<file path="config.mk">
export PLATFORM = sky130hd
export DESIGN_NAME = fifo_rd_arbiter_flat
export DESIGN_NICKNAME = d
export VERILOG_FILES = /design/src/rtl/fifo_rd_arbiter_if.sv /design/src/rtl/fifo_rd_arbiter.sv /design/src/flat_wrapper.sv
export SDC_FILE = /design/constraint.sdc
export NUM_CORES = 1
export LEC_CHECK = 0
export ABC_AREA = 1
export CORE_UTILIZATION = 41
export DETAILED_ROUTE_END_ITERATION = 10
export PLACE_DENSITY = 0.88
export RECOVER_POWER = 25
export SLEW_MARGIN = 20
export SYNTH_ARGS = -nofsm -noshare
export SYNTH_HDL_FRONTEND = slang
export SYNTH_SLANG_ARGS = --single-unit
</file>
<file path="constraint.sdc">
create_clock -name clk -period 1.6 [get_ports clk]
set_input_delay 0.24 -clock clk [delete_from_list [all_inputs] [get_ports clk]]
set_output_delay 0.24 -clock clk [all_outputs]
set_load 0.01 [all_outputs]
</file>
<file path="src/rtl/fifo_rd_arbiter_if.sv">
// fifo_rd_arbiter_if: FIFO-side and consumer-side signals of the round-robin read arbiter; FIFO_ARB_MASK_EN adds en_mask.
interface fifo_rd_arbiter_if #(
   parameter int NUM_FIFOS = 4,
   parameter int DATA_W    = 8
);
   localparam int SRC_W = $clog2(NUM_FIFOS);
   logic [NUM_FIFOS-1:0]        empty;
   logic [NUM_FIFOS*DATA_W-1:0] fifo_dout;
   logic [NUM_FIFOS-1:0]        fifo_rd;
   logic [DATA_W-1:0]           out_data;
   logic [SRC_W-1:0]            out_src;
   logic                        out_valid;
   logic                        out_ready;
`ifdef FIFO_ARB_MASK_EN
   logic [NUM_FIFOS-1:0]        en_mask;
   modport master (input empty, fifo_dout, out_ready, en_mask, output fifo_rd, out_data, out_src, out_valid);
   modport slave (output empty, fifo_dout, out_ready, en_mask, input fifo_rd, out_data, out_src, out_valid);
`else
   modport master (input empty, fifo_dout, out_ready, output fifo_rd, out_data, out_src, out_valid);
   modport slave (output empty, fifo_dout, out_ready, input fifo_rd, out_data, out_src, out_valid);
`endif
endinterface

</file>
<file path="src/rtl/fifo_rd_arbiter.sv">
// fifo_rd_arbiter: round-robin burst reader draining NUM_FIFOS FIFOs into one valid/ready stream; FIFO_ARB_MASK_EN adds en_mask.
module fifo_rd_arbiter #(
   parameter int NUM_FIFOS = 4,
   parameter int DATA_W    = 8,
   parameter int BURST_LEN = 2
) (
   input logic              clk,
   input logic              reset,
   fifo_rd_arbiter_if.master bus
);
   localparam int IW = $clog2(NUM_FIFOS);
   localparam int BW = $clog2(BURST_LEN + 1);
   typedef enum logic [1:0] {IDLE, READ, CAPTURE, PRESENT} state_t;
   state_t              state_q;
   logic [IW-1:0]       grant_q, last_q, grant_d, src_q;
   logic [BW-1:0]       burst_q;
   logic [DATA_W-1:0]   data_q;
   logic                valid_q;
   logic [NUM_FIFOS-1:0] req;
   logic [DATA_W-1:0]   words [NUM_FIFOS];
`ifdef FIFO_ARB_MASK_EN
   assign req = ~bus.empty & bus.en_mask;
`else
   assign req = ~bus.empty;
`endif
   always_comb
      for (int i = 0; i < NUM_FIFOS; i++) words[i] = bus.fifo_dout[i*DATA_W +: DATA_W];
   // descending scan so the nearest requester after last_q is written last and wins
   always_comb begin
      int idx;
      idx = 0;
      grant_d = last_q;
      for (int k = NUM_FIFOS; k >= 1; k--) begin
         idx = int'(last_q) + k;
         idx = (idx >= NUM_FIFOS) ? idx - NUM_FIFOS : idx;
         if (req[idx]) grant_d = IW'(idx);
      end
   end
   always_ff @(posedge clk)
      if (reset) begin
         state_q <= IDLE;
         grant_q <= '0;
         last_q  <= IW'(NUM_FIFOS - 1);
         burst_q <= '0;
         data_q  <= '0;
         src_q   <= '0;
         valid_q <= 1'b0;
      end else
         case (state_q)
            IDLE:
               if (|req) begin
                  grant_q <= grant_d;
                  burst_q <= '0;
                  state_q <= READ;
               end
            READ: state_q <= CAPTURE;
            CAPTURE: begin
               data_q  <= words[grant_q];
               src_q   <= grant_q;
               valid_q <= 1'b1;
               state_q <= PRESENT;
            end
            PRESENT:
               if (bus.out_ready) begin
                  valid_q <= 1'b0;
                  burst_q <= burst_q + 1'b1;
                  if ((int'(burst_q) + 1 < BURST_LEN) && req[grant_q])
                     state_q <= READ;
                  else begin
                     last_q  <= grant_q;
                     state_q <= IDLE;
                  end
               end
            default: state_q <= IDLE;
         endcase
   assign bus.fifo_rd   = (state_q == READ) ? NUM_FIFOS'(1) << grant_q : '0;
   assign bus.out_data  = data_q;
   assign bus.out_src   = src_q;
   assign bus.out_valid = valid_q;
endmodule

</file>
<file path="src/flat_wrapper.sv">
// flat-port wrapper written by rule: the top's interface ports become plain ports
module fifo_rd_arbiter_flat 
#(
   parameter int NUM_FIFOS = 4,
   parameter int DATA_W    = 8,
   parameter int BURST_LEN = 2
)
  (clk, reset, bus_empty, bus_fifo_dout, bus_out_ready, bus_fifo_rd, bus_out_data, bus_out_src, bus_out_valid);
  fifo_rd_arbiter_if #(.NUM_FIFOS(NUM_FIFOS), .DATA_W(DATA_W)) bus_i ();
  input logic clk;
  input logic reset;
  input wire logic [$bits(bus_i.empty)-1:0] bus_empty;
  input wire logic [$bits(bus_i.fifo_dout)-1:0] bus_fifo_dout;
  input wire logic [$bits(bus_i.out_ready)-1:0] bus_out_ready;
  output wire logic [$bits(bus_i.fifo_rd)-1:0] bus_fifo_rd;
  output wire logic [$bits(bus_i.out_data)-1:0] bus_out_data;
  output wire logic [$bits(bus_i.out_src)-1:0] bus_out_src;
  output wire logic [$bits(bus_i.out_valid)-1:0] bus_out_valid;
  assign bus_i.empty = bus_empty;
  assign bus_i.fifo_dout = bus_fifo_dout;
  assign bus_i.out_ready = bus_out_ready;
  assign bus_fifo_rd = bus_i.fifo_rd;
  assign bus_out_data = bus_i.out_data;
  assign bus_out_src = bus_i.out_src;
  assign bus_out_valid = bus_i.out_valid;
  fifo_rd_arbiter #(.NUM_FIFOS(NUM_FIFOS), .DATA_W(DATA_W), .BURST_LEN(BURST_LEN)) u_core (.clk(clk), .reset(reset), .bus(bus_i));
endmodule
</file>
==> run summary, run 1 <==
ys flop type -> dfxtp_1
register area share after synthesis -> 31.2%
placeable core region -> 2780 um^2
drt drc -> 0
syn_area_per_cell -> 6.45 um^2
startpoint types -> flip-flop
Synth Cell Area -> 1220 um^2
first-pass GRT wire length -> 5510 um
die area -> 3190 um^2
first drt pass iteration count -> 4
layout cells sized above 1 -> 9.64%
largest cells by area after synthesis -> dfxtp_1 (31%), nand2_1 (20%), inv_1 (7.4%), o21ai_0 (7.0%), ha_1 (6.2%)
hold-fix buffers at CTS -> 0
Setup CP Type -> reg2out
met3 WL post-DR -> 250 um
WL/cell -> 11.8 um
CTS sink cnt -> 19
Detailed Route WL -> 3300 um
Critical Path Sink Type -> primary output
top-area cell type share of the netlist area -> 31.2%
Worst Path Arrival -> 1.30 ns
compound-gate portion of the synthesized area -> 23.1%
All-Layer GR Usage -> 21.2%
min-delay worst type -> reg2reg
Initial Util -> 43.8%
met1 WL -> 1450 um
Tot Pwr -> 2.37 mW
Final setup violation count -> 0
Worst-path clk slew -> 0.11 ns
Die Height -> 56.5 um
Nets -> 295
Syn Nets -> 234
count leader, synth -> nand2_1
combinational family with the most area after synthesis -> simple AND/OR/NAND/NOR gates
Crit path largest cell delay -> 0.47 ns
vias in the first global route -> 1328
CTS tree -> built
CP Max Fanout -> 5
Synth Instances -> 189
number of synthesized flops with an enable pin -> 0
period utilisation layout -> 96.2%
initial antenna violation count -> 0
Synth Register Bits -> 19
MaxCap Viol Count -> 0
largest net degree at the start of global routing -> 22
Leak -> 0.852 nW
Tmin final -> 1.54 ns
TNS Setup -> 0 ns
Vias/cell -> 5.13
biggest area consumer among synthesized cells -> dfxtp_1
Setup Skew -> 0.00399 ns
area grow syn2layout -> 51.5%
Synth Warn # -> 0
XOR/XNOR share of the synthesized area -> 0%
post-route ant nets -> 0
Num CTS Buffers -> 3
critical path cell sequence -> nand2_1, nor2_1, dlygate4sd2_1
worst rel slew slack -> 74.2%
final hold violation count -> 0
CP required -> 1.36 ns
die width -> 56.5 um
DR vias -> 1436
Slew @ Worst Pin -> 0.386 ns
maximum buffer depth of the clock tree -> 2
Non-Filler Cell Area, Final -> 1850 um^2
DRT iter0 DRCs -> 49
top layer in use -> met4
adder-cell area share of the yosys netlist -> 6.16%
Inserted Diodes -> 0
I/O Buffers -> 53
Post-Synth Simple-Gate Area -> 30.2%
worst skew pair latency -> 0.29 ns
maximum vdd drop -> 0.778 mV
fillers -> 249
PD cells -> 1280 nW/um^2
WL met2 -> 1560 um
synth unique cells -> 23
H-tree depth -> 1
clk root buf -> clkbuf_4
post-DP HPWL -> 2590 um
RSZ-0062 raised after global routing -> false
post-synthesis mux area share -> 0%
status -> completed
Row Count -> 19
Crit-path slowest cell -> dfxtp_1
Post-DP Area -> 1810 um^2
I/O Pins -> 54
most instantiated cells after synthesis -> nand2_1 (64), inv_1 (24), dfxtp_1 (19), o21ai_0 (17), nor2_1 (11)
total gr overflow -> 0
Peak Freq -> 0.650 GHz
Post-synth ARST share -> 0%
Slew Limit Fails -> 0
gpl congestion -> 0.897
## layout make-up
| class | count | area [um^2] | area share [%] |
|---|---|---|---|
| clock buffer | 4 | 26.3 | 1.42 |
| tap | 31 | 38.8 | 2.10 |
| inverter | 25 | 95.1 | 5.15 |
| sequential | 19 | 384 | 20.8 |
| multi-input combinational | 141 | 727 | 39.4 |
| timing repair buffer | 60 | 576 | 31.2 |
## worst max-delay path, delay by kind of cell, from the launching register on
kind	cells	cell delay [ns]
DFF	1	0.47
buffers and inverters	1	0.27
and+or+nand+nor	2	0.27
## repair_timing
| item | CTS | global route |
|---|---|---|
| gates resized for setup | 7 | 6 |
| setup endpoints to repair | 4 | 16 |
| setup buffers | 0 | 1 |
| hold endpoints to repair | 0 | 0 |
## layer usage
layer | up-vias | GRT usage [%]
met3 | 4 | 6.22
met5 | - | 0
met2 | 48 | 37.8
li1 | 738 | -
met4 | 0 | 4.88
met1 | 646 | 24.8
## cell usage in the layout, fill, tap and decap left out, types with 6 or more instances in the layout
master,Yosys,routed
nand2_1,64,64
clkdlybuf4s50_1,0,49
nor2_1,11,11
a21oi_1,8,8
buf_4,1,6
inv_1,24,22
dfxtp_1,19,16
a22oi_1,8,8
a31oi_1,6,6
o21ai_0,17,17
## cell families after synthesis
group / count (synthesis)
AND/OR/NAND/NOR: 89
flip-flops: 19
adder cells (fa/ha/maj): 6
buffers and inverters: 29
AO/OA/AOI/OAI: 46
## stage by stage
stage | utilization, % | hold slack [ns] | setup WS, ns | cells
2_1_floorplan | - | 0.302 | 0.266 | 189
6_report | 66.4 | 0.464 | 0.0610 | 280
4_1_cts | 66.1 | 0.468 | 0.0109 | 279
3_3_place_gp | 65.2 | 0.447 | 0.0517 | 275
5_1_grt | 66.4 | 0.497 | 0.00611 | 280
3_5_place_dp | 65.2 | 0.452 | 0.00323 | 275
## sequential cells by signal, summed over array words and instances (netlist names)
name                  cells
u_core.bus.out_valid      1
u_core.grant_q            2
u_core.state_q            2
u_core.last_q             2
u_core.burst_q            2
u_core.bus.out_src        2
u_core.bus.out_data       8
## report_power, final
part	switching (mW)	leakage (nW)	internal, mW
registers	0.120	0.157	0.636
clock network	0.146	0.0150	0.0968
logic	0.736	0.680	0.637
## final timing paths
kind	from	end	slack, ns	depth (start not counted)
max	u_core.grant_q[0]	bus_fifo_rd[1]	0.06	3
min reg2reg	u_core.bus.out_valid	u_core.bus.out_valid	0.46	2
max reg2reg	u_core.state_q[1]	u_core.burst_q[0]	0.15	8
min	u_core.bus.out_valid	u_core.bus.out_valid	0.46	2
(Power assumes the default switching activity.)
==> run 2: changes to the inputs <==
--- a/config.mk
+++ b/config.mk
@@ -6,9 +6,9 @@
 export NUM_CORES = 1
 export LEC_CHECK = 0
 export ABC_AREA = 1
-export CORE_UTILIZATION = 41
+export CORE_UTILIZATION = 37
 export DETAILED_ROUTE_END_ITERATION = 10
-export PLACE_DENSITY = 0.88
+export PLACE_DENSITY = 0.84
 export RECOVER_POWER = 25
 export SLEW_MARGIN = 20
 export SYNTH_ARGS = -nofsm -noshare
==> constraint.sdc (replaced) <==
create_clock -name clk -period 1.3 [get_ports clk]
set_input_delay 0.195 -clock clk [delete_from_list [all_inputs] [get_ports clk]]
set_output_delay 0.195 -clock clk [all_outputs]
set_load 0.01 [all_outputs]
==> run summary, run 2 (synthesized netlist as in run 1, its figures left out) <==
max reg flops -> 8
post-DP HPWL -> 2740 um
Critical Path Sink Type -> flip-flop
Register Area -> 395 um^2
Tot Pwr -> 3.53 mW
Crit-path slowest cell -> dfxtp_2
placeable core region -> 3080 um^2
startpoint types -> flip-flop
All-Layer GR Usage -> 21.5%
Internal -> 2.01 mW
worst rel slew slack -> 85.0%
post-route ant nets -> 0
die area -> 3530 um^2
RSZ-0062 raised after global routing -> true
gpl congestion -> 0.928
fillers -> 242
drt drc -> 0
TNS Setup -> 0 ns
Top cell by count, worst path -> nor2_4
maximum buffer depth of the clock tree -> 2
Largest delay share family, worst path -> flip-flops
switching portion of total power -> 43.0%
Logic pwr share -> 64.6%
DRT iter0 DRCs -> 77
Slew Limit Fails -> 0
worst skew pair latency -> 0.31 ns
setup slack after layout -> 0.00475 ns
Leak -> 0.995 nW
clk root buf -> clkbuf_4
CP required -> 1.50 ns
Clock power frac -> 8.6%
Setup CP Type -> reg2reg
I/O Buffers -> 53
Num CTS Buffers -> 3
MaxCap Viol Count -> 0
Non-Filler Cell Area, Final -> 2160 um^2
Setup Skew -> 0.00861 ns
critical path cell sequence -> buf_6, inv_6, ha_4, inv_2, nor2_4, nor2_4, o21ai_2, nand2_1, a21oi_2
Die Height -> 59.4 um
I/O Pins -> 54
CTS tree -> built
Post-DP Area -> 2000 um^2
Inserted Diodes -> 0
period utilisation layout -> 99.6%
post-placement setup slack -> -0.207 ns
Row Count -> 20
most frequent cells in the layout -> nand2_1 (60), clkdlybuf4s50_1 (38), buf_4 (22)
CTS sink cnt -> 19
part of the power in registers -> 26.8%
Final setup violation count -> 0
initial antenna violation count -> 0
H-tree depth -> 1
Crit path largest cell delay -> 0.37 ns
min-delay worst type -> in2reg
layout cells sized above 1 -> 30.5%
total gr overflow -> 0
leading cell type in the layout, fill and taps excluded -> nand2_1
Detailed Route WL -> 3710 um
Worst-path clk slew -> 0.10 ns
die width -> 59.4 um
final non-filler cell total -> 313
hold-fix buffers at CTS -> 0
multi-input logic area -> 848 um^2
Worst Path Arrival -> 1.50 ns
largest net degree at the start of global routing -> 12
area grow syn2layout -> 77.2%
fin util -> 70.2%
first-pass GRT wire length -> 5620 um
Vias/cell -> 4.89
Tmin final -> 1.30 ns
PD cells -> 1640 nW/um^2
CP Max Fanout -> 6
setup bufs post-CTS -> 0
hold_ws -> 0.465 ns
status -> completed
CP Buf/Inv Count -> 3
Slew @ Worst Pin -> 0.225 ns
Inst Count DP -> 309
DR vias -> 1530
WL/cell -> 11.8 um
Initial Util -> 39.6%
Nets -> 315
vias in the first global route -> 1362
Peak Freq -> 0.772 GHz
sw power -> 1.52 mW
first drt pass iteration count -> 5
final hold violation count -> 0
maximum vdd drop -> 0.978 mV
-- run 2: cell types whose count changed in the layout (fill, tap and decap cells not counted), sizes merged --
cell | previous run | this run
clkdlybuf4s15 | 1 | 0
clkbuf | 5 | 4
clkinv | 1 | 0
clkdlybuf4s50 | 49 | 38
dlygate4sd2 | 3 | 11
buf | 6 | 31
clkinvlp | 0 | 1
-- run 2: area by class of cell --
cell class                 count  share of cell area (%)
sequential                    19                    18.3
timing repair buffer          80                    33.7
clock buffer                   4                    1.22
tap                           44                    2.55
inverter                      25                    4.98
multi-input combinational    141                    39.3
-- run 2: repair_timing --
action,4_1_cts,5_1_grt
gates resized for setup,48,49
endpoints found under the setup margin,28,21
pin swaps,2,11
-- run 2: metal layers --
layer | part of all wire (%) | vias up | track usage (%)
met2 | 49 | 75 | 36.8
met1 | 39 | 665 | 24.7
li1 | - | 783 | -
met4 | 1.9 | 0 | 9.18
met5 | 0 | - | 0
met3 | 10 | 7 | 6.55
-- run 2: path summary, 6_finish.rpt --
path	cells after the start	start	slack, ns	endpoint
worst max register to register	9	u_core.state_q[0]	0.005	u_core.burst_q[0]
worst min-delay path	3	bus_fifo_dout[23]	0.47	u_core.bus.out_data[7]
worst max-delay path	9	u_core.state_q[0]	0.005	u_core.burst_q[0]
worst min register to register	2	u_core.burst_q[1]	0.47	u_core.burst_q[1]
-- run 2: worst reg2reg max path, delay by kind of cell (launching register included) --
kind	cells	cell delay (ns)
AO/OA/AOI/OAI	2	0.14
adder cells (fa/ha/maj)	1	0.15
buffers and inverters	3	0.23
flip-flops	1	0.37
AND/OR/NAND/NOR	3	0.30
-- run 2: power groups by stage --
stage | clock network, mW | registers (mW) | logic [mW]
after floorplan | 0 | 0.968 | 0.929
after global placement | 0 | 0.906 | 1.98
after detailed placement | 0 | 0.914 | 2.00
after CTS | 0.314 | 0.924 | 2.01
after global routing | 0.326 | 0.972 | 2.51
final | 0.305 | 0.947 | 2.28
==> run 3: changes to the inputs <==
--- a/config.mk
+++ b/config.mk
@@ -6,9 +6,9 @@
 export NUM_CORES = 1
 export LEC_CHECK = 0
 export ABC_AREA = 1
-export CORE_UTILIZATION = 37
+export CORE_UTILIZATION = 28
 export DETAILED_ROUTE_END_ITERATION = 10
-export PLACE_DENSITY = 0.84
+export PLACE_DENSITY = 0.69
 export RECOVER_POWER = 25
 export SLEW_MARGIN = 20
 export SYNTH_ARGS = -nofsm -noshare
==> run summary, run 3 (synthesized netlist as in run 1, its figures left out) <==
Final setup violation count -> 0
DRT iter0 DRCs -> 53
H-tree depth -> 1
Slew Limit Fails -> 0
first drt pass iteration count -> 4
Worst Path Arrival -> 1.10 ns
Tmin final -> 1.30 ns
worst skew pair latency -> 0.26 ns
CP Max Fanout -> 4
period utilisation layout -> 99.9%
Largest delay share family, worst path -> flip-flops
placeable core region -> 4090 um^2
I/O Pins -> 54
largest net degree at the start of global routing -> 22
Levels on crit path -> 5
Setup Skew -> 0.00656 ns
die area -> 4620 um^2
MaxCap Viol Count -> 0
total gr overflow -> 0
startpoint types -> flip-flop
Critical Path Sink Type -> primary output
post-DP HPWL -> 2780 um
Reg-to-Reg End -> u_core.bus.out_data[4]
Top cell by count, worst path -> inv_2
gpl congestion -> 0.807
Die Height -> 68.0 um
WL/cell -> 11.2 um
area grow syn2layout -> 75.9%
Leak -> 1.00 nW
most frequent cells in the layout -> nand2_1 (60), clkdlybuf4s50_1 (37), buf_4 (22)
GR met3 Demand/Resource -> 6.00%
Non-Filler Cell Area, Final -> 2140 um^2
status -> completed
Inserted Diodes -> 0
Detailed Route WL -> 3550 um
Peak Freq -> 0.770 GHz
CTS tree -> built
Row Count -> 23
worst rel slew slack -> 83.9%
GRT met1 Usage -> 19.6%
initial antenna violation count -> 0
vias in the first global route -> 1353
r2r setup slk -> 0.04 ns
Vias/cell -> 4.64
Num CTS Buffers -> 3
hold-fix buffers at CTS -> 0
max reg flops -> 8
Global Route met2 Usage -> 27.5%
Post-DP Area -> 2000 um^2
worst hold endpoint -> u_core.burst_q[1]
clk root buf -> clkbuf_8
post-route ant nets -> 0
Initial Util -> 29.8%
I/O Buffers -> 53
RSZ-0062 raised after global routing -> true
fin util -> 52.4%
Tot Pwr -> 3.59 mW
hold path depth -> 2
setup slack after layout -> 0.00140 ns
Slew @ Worst Pin -> 0.241 ns
CTS sink cnt -> 19
HP Start -> u_core.burst_q[1]
maximum vdd drop -> 0.842 mV
All-Layer GR Usage -> 16.5%
Crit path largest cell delay -> 0.33 ns
DR vias -> 1477
PD cells -> 1670 nW/um^2
CP Buf/Inv Count -> 3
CP required -> 1.11 ns
maximum buffer depth of the clock tree -> 2
leading cell type in the layout, fill and taps excluded -> nand2_1
fillers -> 424
Reg2Reg Depth -> 7
Crit-path slowest cell -> dfxtp_2
final hold violation count -> 0
GRT busiest layer -> met2
critical path cell sequence -> inv_2, ha_2, inv_2, nor2_2, buf_2
FF-to-FF Start -> u_core.grant_q[1]
Nets -> 314
min-delay worst type -> reg2reg
Worst-path clk slew -> 0.08 ns
layout cells sized above 1 -> 29.5%
die width -> 68.0 um
first-pass GRT wire length -> 5690 um
Setup CP Type -> reg2out
drt drc -> 0
post-placement setup slack -> -0.232 ns
-- run 3: cell count changes in the layout (fill, tap and decap cells not counted), sizes merged --
| cell | previous run | this run |
|---|---|---|
| buf | 31 | 30 |
| inv | 24 | 23 |
| dlymetal6s2s | 0 | 1 |
| clkinv | 0 | 1 |
| clkdlybuf4s50 | 38 | 37 |
-- run 3: layout make-up --
class	count	area (um^2)	area share [%]
well taps	50	62.6	2.92
multi-input cells	141	815	38.0
clock buffers	4	45.0	2.10
repair buffers	79	724	33.8
inverters	25	101	4.73
flip-flops and latches	19	395	18.4
-- run 3: power by group --
group	switching [mW]	internal, mW
logic	1.14	1.09
clock network	0.202	0.218
registers	0.148	0.797
-- run 3: how the worst max path moves through the flow --
stage | endpoint | from | slack, ns
floorplan | u_core.burst_q[0] | u_core.state_q[0] | 0.05
finish | bus_fifo_rd[3] | u_core.state_q[1] | 0.001
global placement | u_core.burst_q[0] | bus_empty[0] | -0.22
detailed placement | u_core.burst_q[0] | bus_empty[0] | -0.23
global route | bus_fifo_rd[1] | u_core.state_q[1] | -0.06
CTS | bus_fifo_rd[0] | u_core.state_q[1] | -0.03
-- run 3: per-stage QoR --
stage | setup TNS, ns | cells | hold slack (ns)
2_1_floorplan | 0 | 189 | 0.257
3_3_place_gp | -1.86 | 313 | 0.445
3_5_place_dp | -2.05 | 313 | 0.450
4_1_cts | -0.0592 | 317 | 0.460
5_1_grt | -0.514 | 318 | 0.477
6_report | 0 | 318 | 0.458
-- run 3: timing repair --
item	4_1_cts	5_1_grt
endpoints found under the hold margin	0	0
pin swaps	1	11
gates resized for setup	47	38
buffers inserted	0	1
endpoints found under the setup margin	29	21
-- run 3: tightest hold or removal path: cells and delay by family, from the launching register on --
kind               cells  cell delay, ns
and+or+nand+nor        1            0.06
AOI/OAI and AO/OA      1            0.05
DFF                    1            0.31
-- run 3: per-layer routing --
metal | share of wire [%] | vias up
li1 | - | 786
met1 | 44 | 629
met2 | 46 | 57
met3 | 9.1 | 5
met4 | 1.1 | 0
met5 | 0 | -
